<file path="src/rtl/pc_sequencer_pkg.sv">
// Shared definitions for the PC sequencer and the debug unit: sequencer states,
// debug command codes, default reset vector and the saturating cycle counter helper.
package pc_sequencer_pkg;

    typedef enum logic [2:0] {
        ST_INIT   = 3'd0,
        ST_IDLE   = 3'd1,
        ST_RUN    = 3'd2,
        ST_STEP   = 3'd3,
        ST_HALTED = 3'd4
    } seq_state_t;

    typedef enum logic [1:0] {
        CMD_RUN   = 2'd0,
        CMD_STEP  = 2'd1,
        CMD_HALT  = 2'd2,
        CMD_CLEAR = 2'd3
    } cmd_code_t;

    localparam logic [31:0] DEFAULT_RESET_VECTOR = 32'h0000_0000;
    localparam logic [31:0] COUNT_MAX            = 32'hFFFF_FFFF;

    function automatic logic [31:0] sat_inc(input logic [31:0] value);
        return (value == COUNT_MAX) ? value : value + 32'd1;
    endfunction

endpackage

</file>
<file path="src/rtl/pc_sequencer_branch_latch.sv">
// Holds a taken-branch target that arrived while the PC was frozen, until the
// sequencer can apply it on the next advancing cycle.
module pc_branch_latch #(
    parameter int PC_W = 32
) (
    input  logic            clk,
    input  logic            reset,
    input  logic            clear,
    input  logic            load,
    input  logic [PC_W-1:0] load_target,
    output logic            pending,
    output logic [PC_W-1:0] pending_target
);

    logic            pending_reg;
    logic [PC_W-1:0] target_reg;

    always_ff @(posedge clk or negedge reset) begin
        if (!reset) begin
            pending_reg <= 1'b0;
            target_reg  <= '0;
        end else if (clear) begin
            pending_reg <= 1'b0;
        end else if (load) begin
            pending_reg <= 1'b1;
            target_reg  <= load_target;
        end
    end

    assign pending        = pending_reg;
    assign pending_target = target_reg;

endmodule

</file>
<file path="src/rtl/pc_sequencer.sv">
// Debug-controlled program-counter sequencer: drives the PC register enable and
// jump select, deferring redirects that arrive while the PC is stalled or halted.
module pc_sequencer
    import pc_sequencer_pkg::*;
#(
    parameter int              PC_W         = 32,
    parameter logic [PC_W-1:0] RESET_VECTOR = PC_W'(DEFAULT_RESET_VECTOR)
) (
    input  logic            clk,
    input  logic            reset,
    input  logic            cmd_valid,
    input  logic [1:0]      cmd_code,
    input  logic            stall_req,
    input  logic            branch_valid,
    input  logic [PC_W-1:0] branch_target,
    input  logic            instr_halt,
    output logic            pc_enable,
    output logic            pc_salto,
    output logic [PC_W-1:0] pc_con_salto,
    output logic            cmd_ack,
    output logic            step_done,
    output logic            halted,
    output logic [31:0]     advance_count
);

    seq_state_t      state_reg;
    logic            cmd_ack_reg;
    logic            step_done_reg;
    logic            halted_reg;
    logic [31:0]     advance_count_reg;

    logic            pending;
    logic [PC_W-1:0] pending_target;
    logic            redirect_apply;
    logic            clear_cmd;

    assign clear_cmd = cmd_valid && (cmd_code == CMD_CLEAR);

    always_comb begin
        pc_enable      = 1'b0;
        pc_salto       = 1'b0;
        pc_con_salto   = '0;
        redirect_apply = 1'b0;
        case (state_reg)
            ST_INIT: begin
                pc_enable    = 1'b1;
                pc_salto     = 1'b1;
                pc_con_salto = RESET_VECTOR;
            end
            ST_RUN, ST_STEP: begin
                // A fetched HALT freezes the PC immediately, same as a stall.
                pc_enable = !stall_req && !instr_halt;
                if (!stall_req && !instr_halt && (branch_valid || pending)) begin
                    redirect_apply = 1'b1;
                    pc_salto       = 1'b1;
                    pc_con_salto   = branch_valid ? branch_target : pending_target;
                end
            end
            default: ;
        endcase
    end

    pc_branch_latch #(
        .PC_W(PC_W)
    ) u_branch_latch (
        .clk            (clk),
        .reset          (reset),
        .clear          (clear_cmd || redirect_apply),
        .load           (branch_valid && !pc_enable && !clear_cmd),
        .load_target    (branch_target),
        .pending        (pending),
        .pending_target (pending_target)
    );

    always_ff @(posedge clk or negedge reset) begin
        if (!reset) begin
            state_reg         <= ST_INIT;
            cmd_ack_reg       <= 1'b0;
            step_done_reg     <= 1'b0;
            halted_reg        <= 1'b0;
            advance_count_reg <= 32'd0;
        end else begin
            cmd_ack_reg       <= 1'b0;
            step_done_reg     <= 1'b0;
            advance_count_reg <= pc_enable ? sat_inc(advance_count_reg) : advance_count_reg;
            if (clear_cmd) begin
                state_reg         <= ST_INIT;
                cmd_ack_reg       <= 1'b1;
                halted_reg        <= 1'b0;
                advance_count_reg <= 32'd0;
            end else begin
                case (state_reg)
                    ST_INIT: state_reg <= ST_IDLE;
                    ST_IDLE, ST_HALTED: begin
                        if (cmd_valid && (cmd_code == CMD_RUN)) begin
                            state_reg   <= ST_RUN;
                            cmd_ack_reg <= 1'b1;
                            halted_reg  <= 1'b0;
                        end else if (cmd_valid && (cmd_code == CMD_STEP)) begin
                            state_reg   <= ST_STEP;
                            cmd_ack_reg <= 1'b1;
                            halted_reg  <= 1'b0;
                        end
                    end
                    ST_RUN: begin
                        if (cmd_valid && (cmd_code == CMD_HALT)) begin
                            state_reg   <= ST_HALTED;
                            cmd_ack_reg <= 1'b1;
                            halted_reg  <= 1'b1;
                        end else if (instr_halt) begin
                            state_reg  <= ST_HALTED;
                            halted_reg <= 1'b1;
                        end
                    end
                    ST_STEP: begin
                        if (instr_halt) begin
                            state_reg  <= ST_HALTED;
                            halted_reg <= 1'b1;
                        end else if (!stall_req) begin
                            state_reg     <= ST_IDLE;
                            step_done_reg <= 1'b1;
                        end
                    end
                    default: state_reg <= ST_INIT;
                endcase
            end
        end
    end

    assign cmd_ack       = cmd_ack_reg;
    assign step_done     = step_done_reg;
    assign halted        = halted_reg;
    assign advance_count = advance_count_reg;

endmodule
</file>
<file path="config.mk">
export PLATFORM = sky130hd
export DESIGN_NAME = pc_sequencer
export DESIGN_NICKNAME = d
export VERILOG_FILES = /design/src/rtl/pc_sequencer_pkg.sv /design/src/rtl/pc_sequencer_branch_latch.sv /design/src/rtl/pc_sequencer.sv
export SDC_FILE = /design/constraint.sdc
export NUM_CORES = 1
export LEC_CHECK = 0
export CAP_MARGIN = 20
export CORE_ASPECT_RATIO = 1.2
export CORE_MARGIN = 1
export CORE_UTILIZATION = 55
export CTS_BUF_LIST = sky130_fd_sc_hd__clkbuf_4
export DETAILED_ROUTE_END_ITERATION = 8
export PLACE_DENSITY = 0.9
export SLEW_MARGIN = 30
export SYNTH_ARGS = -nofsm -noshare
export SYNTH_HDL_FRONTEND = slang
export SYNTH_SLANG_ARGS = --single-unit
</file>
<file path="constraint.sdc">
create_clock -name clk -period 3 [get_ports clk]
set_input_delay 0.6 -clock clk [delete_from_list [all_inputs] [get_ports clk]]
set_output_delay 0.6 -clock clk [all_outputs]
set_load 0.02 [all_outputs]
</file>
# Word level (Yosys, flattened, before mapping)
# Cells that the tools add are included.
# word_totals
elab_cells,81
regBits,71
output_inout_bits,69
# classes
n_reduce_logical,25
bitwise_logic,1
addsub,1
mux,35
eq_ne,12
# op_table
operator,count
2-to-1 mux 32 bit,6
"adder 32 x 1 -> 32 bit, second input constant",1
"equality test 32 bit, second input constant",1
2-to-1 mux 3 bit,7
2-to-1 mux 1 bit,17
"!= test 4 bit, second input constant",3
case mux 3 bit (4 select lines),1
logical AND 1 bit,8
"equality test 3 x 2 -> 1 bit, second input constant",2
case mux 1 bit (2 select lines),3
AND reduction 2 bit,3
"equality test 2 bit, second input constant",2
logical NOT 1 bit,4
nonzero test 2 bit,2
nonzero test 4 bit,1
OR reduction 2 bit,2
"equality test 3 x 1 -> 1 bit, second input constant",1
"equality test 3 bit, second input constant",1
logical NOT 3 bit,1
case mux 1 bit (3 select lines),1
AND reduction 3 bit,1
"equality test 2 x 1 -> 1 bit, second input constant",1
logical NOT 2 bit,1
logical OR 1 bit,2
other kinds (2),2

# Longest topological paths before layout
# depth
depth_word,8
depth_mapped,9
depth_no_buf,6

# Cells and area by module
# From an unflattened synthesis, not the netlist that was laid out.
# unflattened
hier_cells,401
hier_area_um2,4159.0
# by_module_without_submodules
module,n_inst,seq_area_each_um2,cells_per_inst,area_per_inst_um2
pc_sequencer,1,950.9,329,2767.7
pc_branch_latch,1,825.8,72,1391.3

# Worst setup path before layout
# No wires, ideal clock.
# synth_timing
kind,input to output
startpoint,input branch_valid
endpoint,output pc_con_salto[10]
n_path_buf,3
stages,6
path_slack_ns,0.419
arrival_time_ns,1.981
cell_sequence,clkbuf_1 -> nor2_1 -> or4_1 -> buf_2 -> clkbuf_1 -> nor2_1
# synth_between
elab_chain_cells,4
# synth_rtl
item,line,source
"start, declared",pc_sequencer.sv:14,"input logic branch_valid,"
logical OR 1 bit,pc_sequencer.sv:53,if (!stall_req && !instr_halt && (branch_valid || pending)) begin
logical AND 1 bit,pc_sequencer.sv:53,
2-to-1 mux 32 bit *,pc_sequencer.sv:53,
2-to-1 mux 32 bit *,pc_sequencer.sv:44,case (state_reg)
"end, declared",pc_sequencer.sv:19,"output logic [PC_W-1:0] pc_con_salto,"
# Every way passes the cells marked *; elsewhere a longest branch is shown, timed or not.

# Final worst setup path
# layout_timing
startpoint,input instr_halt
endpoint,output pc_con_salto[30]
# layout_between
elab_chain_cells,5
# layout_rtl
item,line,source
"start, declared",pc_sequencer.sv:16,"input logic instr_halt,"
logical NOT 1 bit,pc_sequencer.sv:53,
logical AND 1 bit (2 in a row),pc_sequencer.sv:53,
2-to-1 mux 32 bit,pc_sequencer.sv:53,
2-to-1 mux 32 bit,pc_sequencer.sv:44,
# No other way between the ends.

==> results.md <==
* Outcome: finished, final reports clean
* DP Area at 5341 sq um
* Endpoints failing hold at 0
* Hold WC Path Type: primary input to async pin
* Top cell type by total area after synthesis: dfrtp_1
* Crit path time final at 2933 ps
* I/O pin count at 109
* Fillers at 521
* Post-synthesis sequential area ratio at 43.06%
* Diodes inserted at 0
* Vias per cell at 6.088
* WP data required at 2400 ps
* First-pass GRT wire length at 17480 um
* Antenna violations before repair at 0
* Mapped Cells at 399
* F_max at 340.9 MHz
* Period utilization at 97.77%
* Clock root cell: clkbuf_4
* Die Span Y at 96.89 um
* DP Wirelength at 7471 um
* Syn avg cell area at 10.34 sq um
* Top FF cell, synth: dfrtp_1
* Critical Path Source Type: primary input
* Endpoint type of the worst setup path: output port
* Final WL at 10840 um
* Clock-pin slew of the registers on the worst-case setup and hold paths at 110 ps
* Number of antenna-violating nets in the routed design at 0
* WL/cell at 17.95 um
* Post-synth EDFFs at 0
* DP Cell Count at 588
* Most frequent cells in the layout: clkdlybuf4s50_1 (73), dfrtp_1 (71), nor2_1 (48)
* Post-layout util at 75.11%
* Pin count of the biggest net entering global routing at 72
* Initial Util at 56.73%
* Top post-synthesis cells by area: dfrtp_1 (43%), mux2_4 (11%), mux2i_1 (8.0%)
* Iteration-0 DRC count of the detailed router at 279
* Setup violations, final at 0
* GPL Wtd Cong at 0.9329
* Port bufs at 108
* DRT Pass-1 Iters at 5
* Total CTS buffers at 9
* Via count at 3677
* RSZ-0062 raised after global routing: false
* Layout Cells excl Fill at 604
* Remaining DRCs at 0
* GR Overflow Total at 0
* Total GRT Usage at 29.11%
* Chip width at 81.07 um
* Maximum VDD drop at 0.0004359 V
* Slew Viols, Final at 0
* Vias in the first global route at 3534
* Post-Syn Nets at 440
* Leakage power at 2.470 nW
* Post-synth ARST share at 100.0%
* Standard-cell rows at 34
* Die area at 7854 sq um
* Core area at 7274 sq um
* CP max FO at 27
* CTS sink count at 71
* Proportion of netlist area held by the largest area contributor at 43.06%
* Clk_skew at 7.533 ps
* Worst skew pair latency at 430 ps
* Max-cap viol count at 0
* Design area at 5464 sq um
* Max clock buf depth at 2
* Final hold slack at 175.9 ps
* TritonCTS clock tree: built
* Commonest non-fill, non-tap cell in the layout: clkdlybuf4s50_1
* P&R area growth vs syn at 32.41%
* H-tree Lvls at 3
* Syn Std Cell Area at 4126 sq um
* Fraction of layout instances using a drive strength above 1 at 15.37%
* Yosys reg bits at 71
* Kind of critical path: primary input to output port
* Hold_buf cts at 0
* Worst Path Arrival at 2330 ps
* Netlist cell types at 56
* Relative slew slack at 44.96%
* Power Density at 677.3 nW/um^2
* Least-Margin Pin Slew at 824.2 ps
* Synth Warn # at 0
* Nets at 550
==> cell type report <==
class | count | area [sq um] | share of cell area [%]
multi-input combinational | 294 | 2182 | 39.94
sequential | 71 | 1777 | 32.52
timing repair buffer | 123 | 1195 | 21.87
tap | 90 | 112.6 | 2.061
clock inverter | 7 | 87.58 | 1.603
clock buffer | 9 | 67.56 | 1.237
inverter | 10 | 42.54 | 0.7786
==> worst max-delay path: stages <==
cell             delay, ps
clkdlybuf4s50_1        430
or4_1                  610
buf_12                 200
nor2_1                 120
dlygate4sd2_1          370
==> layer usage <==
| layer | vias up | global-route usage (%) | wire length, um |
|---|---|---|---|
| met3 | 21 | 7.075 | 736 |
| li1 | 1688 | - | - |
| met2 | 167 | 48.55 | 5558 |
| met5 | - | 0 | 0 |
| met4 | 0 | 11.95 | 210 |
| met1 | 1801 | 35.25 | 4335 |
==> worst paths after layout <==
check,depth (start not counted),slack [ps],endpoint,start
worst max-delay path,5,70,pc_con_salto[30],instr_halt
worst min-delay path,2,180,u_branch_latch.pending_target[4],reset
worst max register to register,5,700,advance_count[31],advance_count[8]
worst min register to register,1,520,u_branch_latch.pending_target[0],u_branch_latch.pending_target[0]
max in group asynchronous,2,2530,u_branch_latch.pending_target[17],reset
min in group clk,1,520,u_branch_latch.pending_target[0],u_branch_latch.pending_target[0]
==> what timing repair did <==
action | CTS | global route
setup buffers | 0 | 0
endpoints found under the setup margin | 33 | 0
gates resized for setup | 33 | 0
endpoints found under the hold margin | 0 | 0
==> power breakdown <==
group	switching (mW)	internal [mW]
clock network	0.354	0.330
logic	0.746	0.838
registers	0.198	1.23
total	1.30	2.40
==> cell families (layout without fill, tap and decap cells) <==
logic type / Yosys count / in the layout / share of synthesized area (%)
AO/OA/AOI/OAI: 77 / 77 / 12.58
XOR/XNOR: 5 / 5 / 1.061
adder cells (fa/ha/maj): 1 / 1 / 0.3032
buffers and inverters: 34 / 149 / 4.518
flip-flops: 71 / 71 / 43.06
multiplexers: 67 / 67 / 20.01
AND/OR/NAND/NOR: 144 / 144 / 18.47
==> per-stage QoR <==
stage | setup slack [ps] | power [mW] | TNS, ps
finish | 66.88 | 3.701 | 0
global route | 9.829 | 3.897 | 0
CTS | 62.36 | 3.702 | 0
detailed placement | -207.0 | 3.025 | -5271
global placement | -133.8 | 2.897 | -3745
floorplan | 419.4 | 2.529 | 0
==> Yosys cell counts (2+ instances only) <==
library cell  instances
nor3_1                3
nor2_1               48
dfrtp_1              71
clkbuf_1             10
or3_1                10
mux2i_1              33
nand4_1               9
inv_1                 9
o31ai_1              11
nand3_1              10
o22ai_1               4
nand2b_1              3
o41ai_1               3
a31oi_1               2
and4_1                6
nor3b_1               2
buf_2                 4
buf_1                 3
nand2_1              25
mux2_2                4
a31o_2                2
buf_6                 6
xnor2_1               4
and3_1                4
o21ai_0               6
or4_1                11
or2_1                 2
nor2b_1               2
o21ai_1               5
mux2_4               30
a21oi_1              32
Power figures use the tool's default switching activity.
